File: config.mk
export PLATFORM = sky130hd
export DESIGN_NAME = uart_alu_if
export DESIGN_NICKNAME = d
export VERILOG_FILES = /design/src/rtl/uart_alu_if.sv
export SDC_FILE = /design/constraint.sdc
export NUM_CORES = 1
export LEC_CHECK = 0
export CAP_MARGIN = 15
export CORE_MARGIN = 10
export CORE_UTILIZATION = 30
export DETAILED_ROUTE_END_ITERATION = 6
export GPL_ROUTABILITY_DRIVEN = 0
export PLACE_DENSITY = 0.49
export RECOVER_POWER = 100
export SETUP_SLACK_MARGIN = 0.4
export SLEW_MARGIN = 20
export SYNTH_ARGS = -nofsm -noshare
export SYNTH_HDL_FRONTEND = slang
export SYNTH_SLANG_ARGS = --single-unit
File: constraint.sdc
create_clock -name clk -period 3 [get_ports clk]
set_input_delay 0.6 -clock clk [delete_from_list [all_inputs] [get_ports clk]]
set_output_delay 0.6 -clock clk [all_outputs]
set_load 0.01 [all_outputs]
File: src/rtl/uart_alu_if.sv
// Frame sequencer between the UART and a combinational ALU: collects A, B and
// opcode bytes, registers them for the ALU, and hands the result to the UART tx.
module uart_alu_if #(
    parameter int unsigned DATA_WIDTH = 8,
    parameter int unsigned TIMEOUT    = 50000000
) (
    input  logic                  clk,
    input  logic                  rst_n,
    input  logic [DATA_WIDTH-1:0] rx_data,
    input  logic                  rx_done,
    input  logic                  tx_done,
    input  logic [DATA_WIDTH-1:0] alu_result,
    output logic [DATA_WIDTH-1:0] alu_a,
    output logic [DATA_WIDTH-1:0] alu_b,
    output logic [5:0]            alu_op,
    output logic [DATA_WIDTH-1:0] tx_data,
    output logic                  tx_start,
    output logic                  busy,
    output logic                  timeout,
    output logic                  overrun
);

    localparam int unsigned   CW    = (TIMEOUT > 1) ? $clog2(TIMEOUT) : 1;
    localparam logic [CW-1:0] LIMIT = (TIMEOUT > 0) ? CW'(TIMEOUT - 1) : '0;

    typedef enum logic [2:0] {
        WAIT_A,
        WAIT_B,
        WAIT_OP,
        COMPUTE,
        SEND,
        WAIT_TX
    } state_t;

    state_t                r_state;
    state_t                w_state_nxt;
    logic [CW-1:0]         r_cnt;
    logic [CW-1:0]         w_cnt_nxt;
    logic [DATA_WIDTH-1:0] r_alu_a;
    logic [DATA_WIDTH-1:0] r_alu_b;
    logic [5:0]            r_alu_op;
    logic [DATA_WIDTH-1:0] r_tx_data;
    logic                  r_tx_start;
    logic                  r_busy;
    logic                  r_timeout;
    logic                  r_overrun;
    logic                  w_load_a;
    logic                  w_load_b;
    logic                  w_load_op;
    logic                  w_load_tx;
    logic                  w_timeout_nxt;
    logic                  w_overrun_nxt;

    always_comb begin
        w_state_nxt   = r_state;
        w_cnt_nxt     = '0;
        w_load_a      = 1'b0;
        w_load_b      = 1'b0;
        w_load_op     = 1'b0;
        w_load_tx     = 1'b0;
        w_timeout_nxt = 1'b0;
        w_overrun_nxt = 1'b0;
        case (r_state)
            WAIT_A: begin
                if (rx_done) begin
                    w_load_a    = 1'b1;
                    w_state_nxt = WAIT_B;
                end
            end
            WAIT_B, WAIT_OP: begin
                // A byte landing on the expiry cycle is accepted, not timed out.
                if (rx_done) begin
                    w_load_b    = (r_state == WAIT_B);
                    w_load_op   = (r_state == WAIT_OP);
                    w_state_nxt = (r_state == WAIT_B) ? WAIT_OP : COMPUTE;
                end else if ((TIMEOUT != 0) && (r_cnt == LIMIT)) begin
                    w_state_nxt   = WAIT_A;
                    w_timeout_nxt = 1'b1;
                end else begin
                    w_cnt_nxt = r_cnt + 1'b1;
                end
            end
            COMPUTE: begin
                w_load_tx     = 1'b1;
                w_overrun_nxt = rx_done;
                w_state_nxt   = SEND;
            end
            SEND: begin
                w_overrun_nxt = rx_done;
                w_state_nxt   = WAIT_TX;
            end
            WAIT_TX: begin
                w_overrun_nxt = rx_done;
                if (tx_done) w_state_nxt = WAIT_A;
            end
            default: w_state_nxt = WAIT_A;
        endcase
    end

    always_ff @(posedge clk or negedge rst_n) begin
        if (!rst_n) begin
            r_state    <= WAIT_A;
            r_cnt      <= '0;
            r_alu_a    <= '0;
            r_alu_b    <= '0;
            r_alu_op   <= '0;
            r_tx_data  <= '0;
            r_tx_start <= 1'b0;
            r_busy     <= 1'b0;
            r_timeout  <= 1'b0;
            r_overrun  <= 1'b0;
        end else begin
            r_state    <= w_state_nxt;
            r_cnt      <= w_cnt_nxt;
            r_timeout  <= w_timeout_nxt;
            r_overrun  <= w_overrun_nxt;
            // Flags follow the next state so they line up with the state itself.
            r_tx_start <= (w_state_nxt == SEND);
            r_busy     <= (w_state_nxt == COMPUTE) || (w_state_nxt == SEND) ||
                          (w_state_nxt == WAIT_TX);
            if (w_load_a)  r_alu_a   <= rx_data;
            if (w_load_b)  r_alu_b   <= rx_data;
            if (w_load_op) r_alu_op  <= rx_data[5:0];
            if (w_load_tx) r_tx_data <= alu_result;
        end
    end

    assign alu_a    = r_alu_a;
    assign alu_b    = r_alu_b;
    assign alu_op   = r_alu_op;
    assign tx_data  = r_tx_data;
    assign tx_start = r_tx_start;
    assign busy     = r_busy;
    assign timeout  = r_timeout;
    assign overrun  = r_overrun;

endmodule

==> reports/qor.txt <==
Skew final = 0.00730 ns
Most frequent cells in the layout = dfrtp_1, dlygate4sd3_1, nand2_1
Distinct cells, synth = 40
Initial DRC count = 109
Die ar. = 0.0133 mm^2
Syn nets = 265
Die H = 115 um
Routed WL = 6340 um
Pin count of the biggest net entering global routing = 38
Post-DP HPWL = 4480 um
R2R Path Start = r_cnt[0]
Cts repair resizes = 0
CTS tree = built
P&R area growth vs syn = 31.3%
I/O pin cnt = 54
Hold endpoint = tx_data[5]
Max Buffers Root-to-Sink = 2
#FFs+latches synth = 63
Post-place setup slack = 0.658 ns
Cells after DPL = 402
Core Footprint = 0.00881 mm^2
CP Capture Type = async pin
Total of warnings raised by yosys = 0
Reg-to-reg setup timing slack = 0.81 ns
Critical R2R Capture = r_cnt[20]
Final hold vios = 0
P_leak = 1.46 nW
Top_reg_cell synth = dfrtp_1
Nets = 326
Number of flops mapped to enable cells by yosys = 0
Cell Area, Synth = 0.00274 mm^2
CP top delay family = buffers and inverters
Crit-path max cell delay = 1.03 ns
Hold_buf cts = 0
Hold depth = 2
Starting Density = 31.1%
Commonest non-fill, non-tap cell in the layout = dfrtp_1
Dominant cell type by area after synthesis = dfrtp_1
First-pass DRT Iterations = 4
Postcts setup bufs = 0
Clock latency at the later pin of the worst-skew pair = 0.34 ns
Worst R2R Path Depth = 5
CTS H-Tree Depth = 3
Kind of critical path = in -> async
Num Clock Sinks = 63
Antenna-violating nets left = 0
Initial antenna violation count = 0
Final setup TNS = 0 ns
Slowest CP cell = clkbuf_1
Layout cell share with drive strength beyond 1 = 14.2%
Post-synthesis sequential area ratio = 57.6%
Site Rows = 34
Post-Syn Area per Cell = 11.2 um^2
RSZ-0062 raised after global routing = false
Synth top area share = 57.6%
CP arrival = 2.57 ns
Synth top area cells = dfrtp_1, mux2_2, nand2_1, a21oi_1, nor2_1
Clock transition at path regs = 0.07 ns
Minimum clock period after layout = 2.23 ns
Worst vdd ir = 416 uV
Via Count = 2,038
Total Routing Usage GR = 9.98%
Total gr overflow = 0
Post-synth ARST share = 100%
Worst slew margin = 2.90%
Drt wl/cell = 15.2 um
Crit path required time = 3.34 ns
Root Buffer = clkbuf_8
Max-cap viol count = 0
Final Instance Count excl. Fillers = 418
Fmax = 0.448 GHz
Setup-failing EPs final = 0
Crit path cell chain = clkbuf_1 > clkbuf_2
# diodes = 0
Startpoint Class = primary input
Post-DR vias/cell = 4.88
Hold Crit Class = reg -> reg
Hold path startpoint = tx_data[5]
Period Utilization, post-route = 74.4%
CP max FO = 37
DRC = 0
Power per cell area = 840 mW/mm^2
CP bufs+invs = 2
Vias in the first global route = 2,005
Slew Viols, Final = 0
Port Buffers = 53
Final WS setup = 0.767 ns
Status = completed
Die extent in x = 115 um
Worst Tran Pin Value = 1.46 ns
Num CTS Buffers = 9
Synth Instances = 244
First-pass GRT wire length = 10,500 um
[synthesized netlist by cell type (2+ instances only)]
| master | number |
|---|---|
| dfrtp_1 | 63 |
| nand2_1 | 31 |
| mux2_2 | 22 |
| nor2_1 | 17 |
| a21oi_1 | 13 |
| nand3_1 | 11 |
| or4_1 | 7 |
| clkbuf_1 | 6 |
| o31ai_1 | 6 |
| xnor2_1 | 6 |
| inv_1 | 5 |
| nand4_1 | 5 |
| o21ai_0 | 5 |
| or3_1 | 5 |
| xor2_1 | 5 |
| nand2b_1 | 4 |
| nor3_1 | 4 |
| and4_1 | 3 |
| and3_1 | 2 |
| nand3b_1 | 2 |
| nor4_1 | 2 |
| nor4b_1 | 2 |
[final cells by class]
cell class	count	area [um^2]
clock buffer	9	124
clock inverter	7	96.3
fill	876	5210
inverter	6	22.5
multi-input combinational	168	1090
sequential	63	1580
tap	108	135
timing repair buffer	57	544
[state kept, by name, indices dropped and copies added (netlist names)]
name,flops
busy,1
alu_op,6
overrun,1
tx_data,8
r_cnt,26
alu_b,8
tx_start,1
timeout,1
alu_a,8
r_state,3
[power breakdown]
group / internal [W] / leakage (nW) / switching (W)
Clock: 0.000468 / 0.102 / 0.000354
Combinational: 0.000530 / 0.542 / 0.000451
Sequential: 0.00109 / 0.814 / 0.000123
[metal layers]
| metal | share of wire, % | vias up | track usage (%) |
|---|---|---|---|
| met4 | 2.1 | 0 | 6.08 |
| met1 | 48 | 983 | 13.1 |
| met3 | 5.5 | 10 | 2.64 |
| li1 | - | 1002 | - |
| met2 | 45 | 43 | 14.4 |
| met5 | 0 | - | 0 |
[how the worst max path moves through the flow]
stage / start / end / cells after the start
after floorplan: r_cnt[0] / r_cnt[22] / 6
after global placement: rx_done / alu_op[2] / 4
after detailed placement: rx_done / alu_op[0] / 4
after CTS: r_cnt[0] / r_cnt[20] / 5
after global routing: rst_n / r_cnt[4] / 2
final: rst_n / r_cnt[4] / 2
[through the flow]
step,utilization [%],cell area [um^2],hold WS [ns],total power (W)
2_1_floorplan,-,2740,0.304,0.00172
3_3_place_gp,38.7,3400,0.460,0.00234
5_1_grt,40.8,3590,0.504,0.00322
6_report,40.8,3590,0.471,0.00302
4_1_cts,41.2,3620,0.287,0.00319
3_5_place_dp,38.7,3400,0.463,0.00235
[cells by family (layout without fill, tap and decap cells)]
family / after synthesis / count (layout) / synth area share (%)
AOI/OAI and AO/OA: 33 / 33 / 7.69
xor gates and xnor gates: 11 / 11 / 3.52
adders and majority gates: 1 / 1 / 0.457
buffers and inverters: 13 / 79 / 2.06
DFF: 63 / 63 / 57.6
muxes: 22 / 22 / 9.06
and+or+nand+nor: 101 / 101 / 19.6
Note: power is estimated with default switching activity, not from simulation.
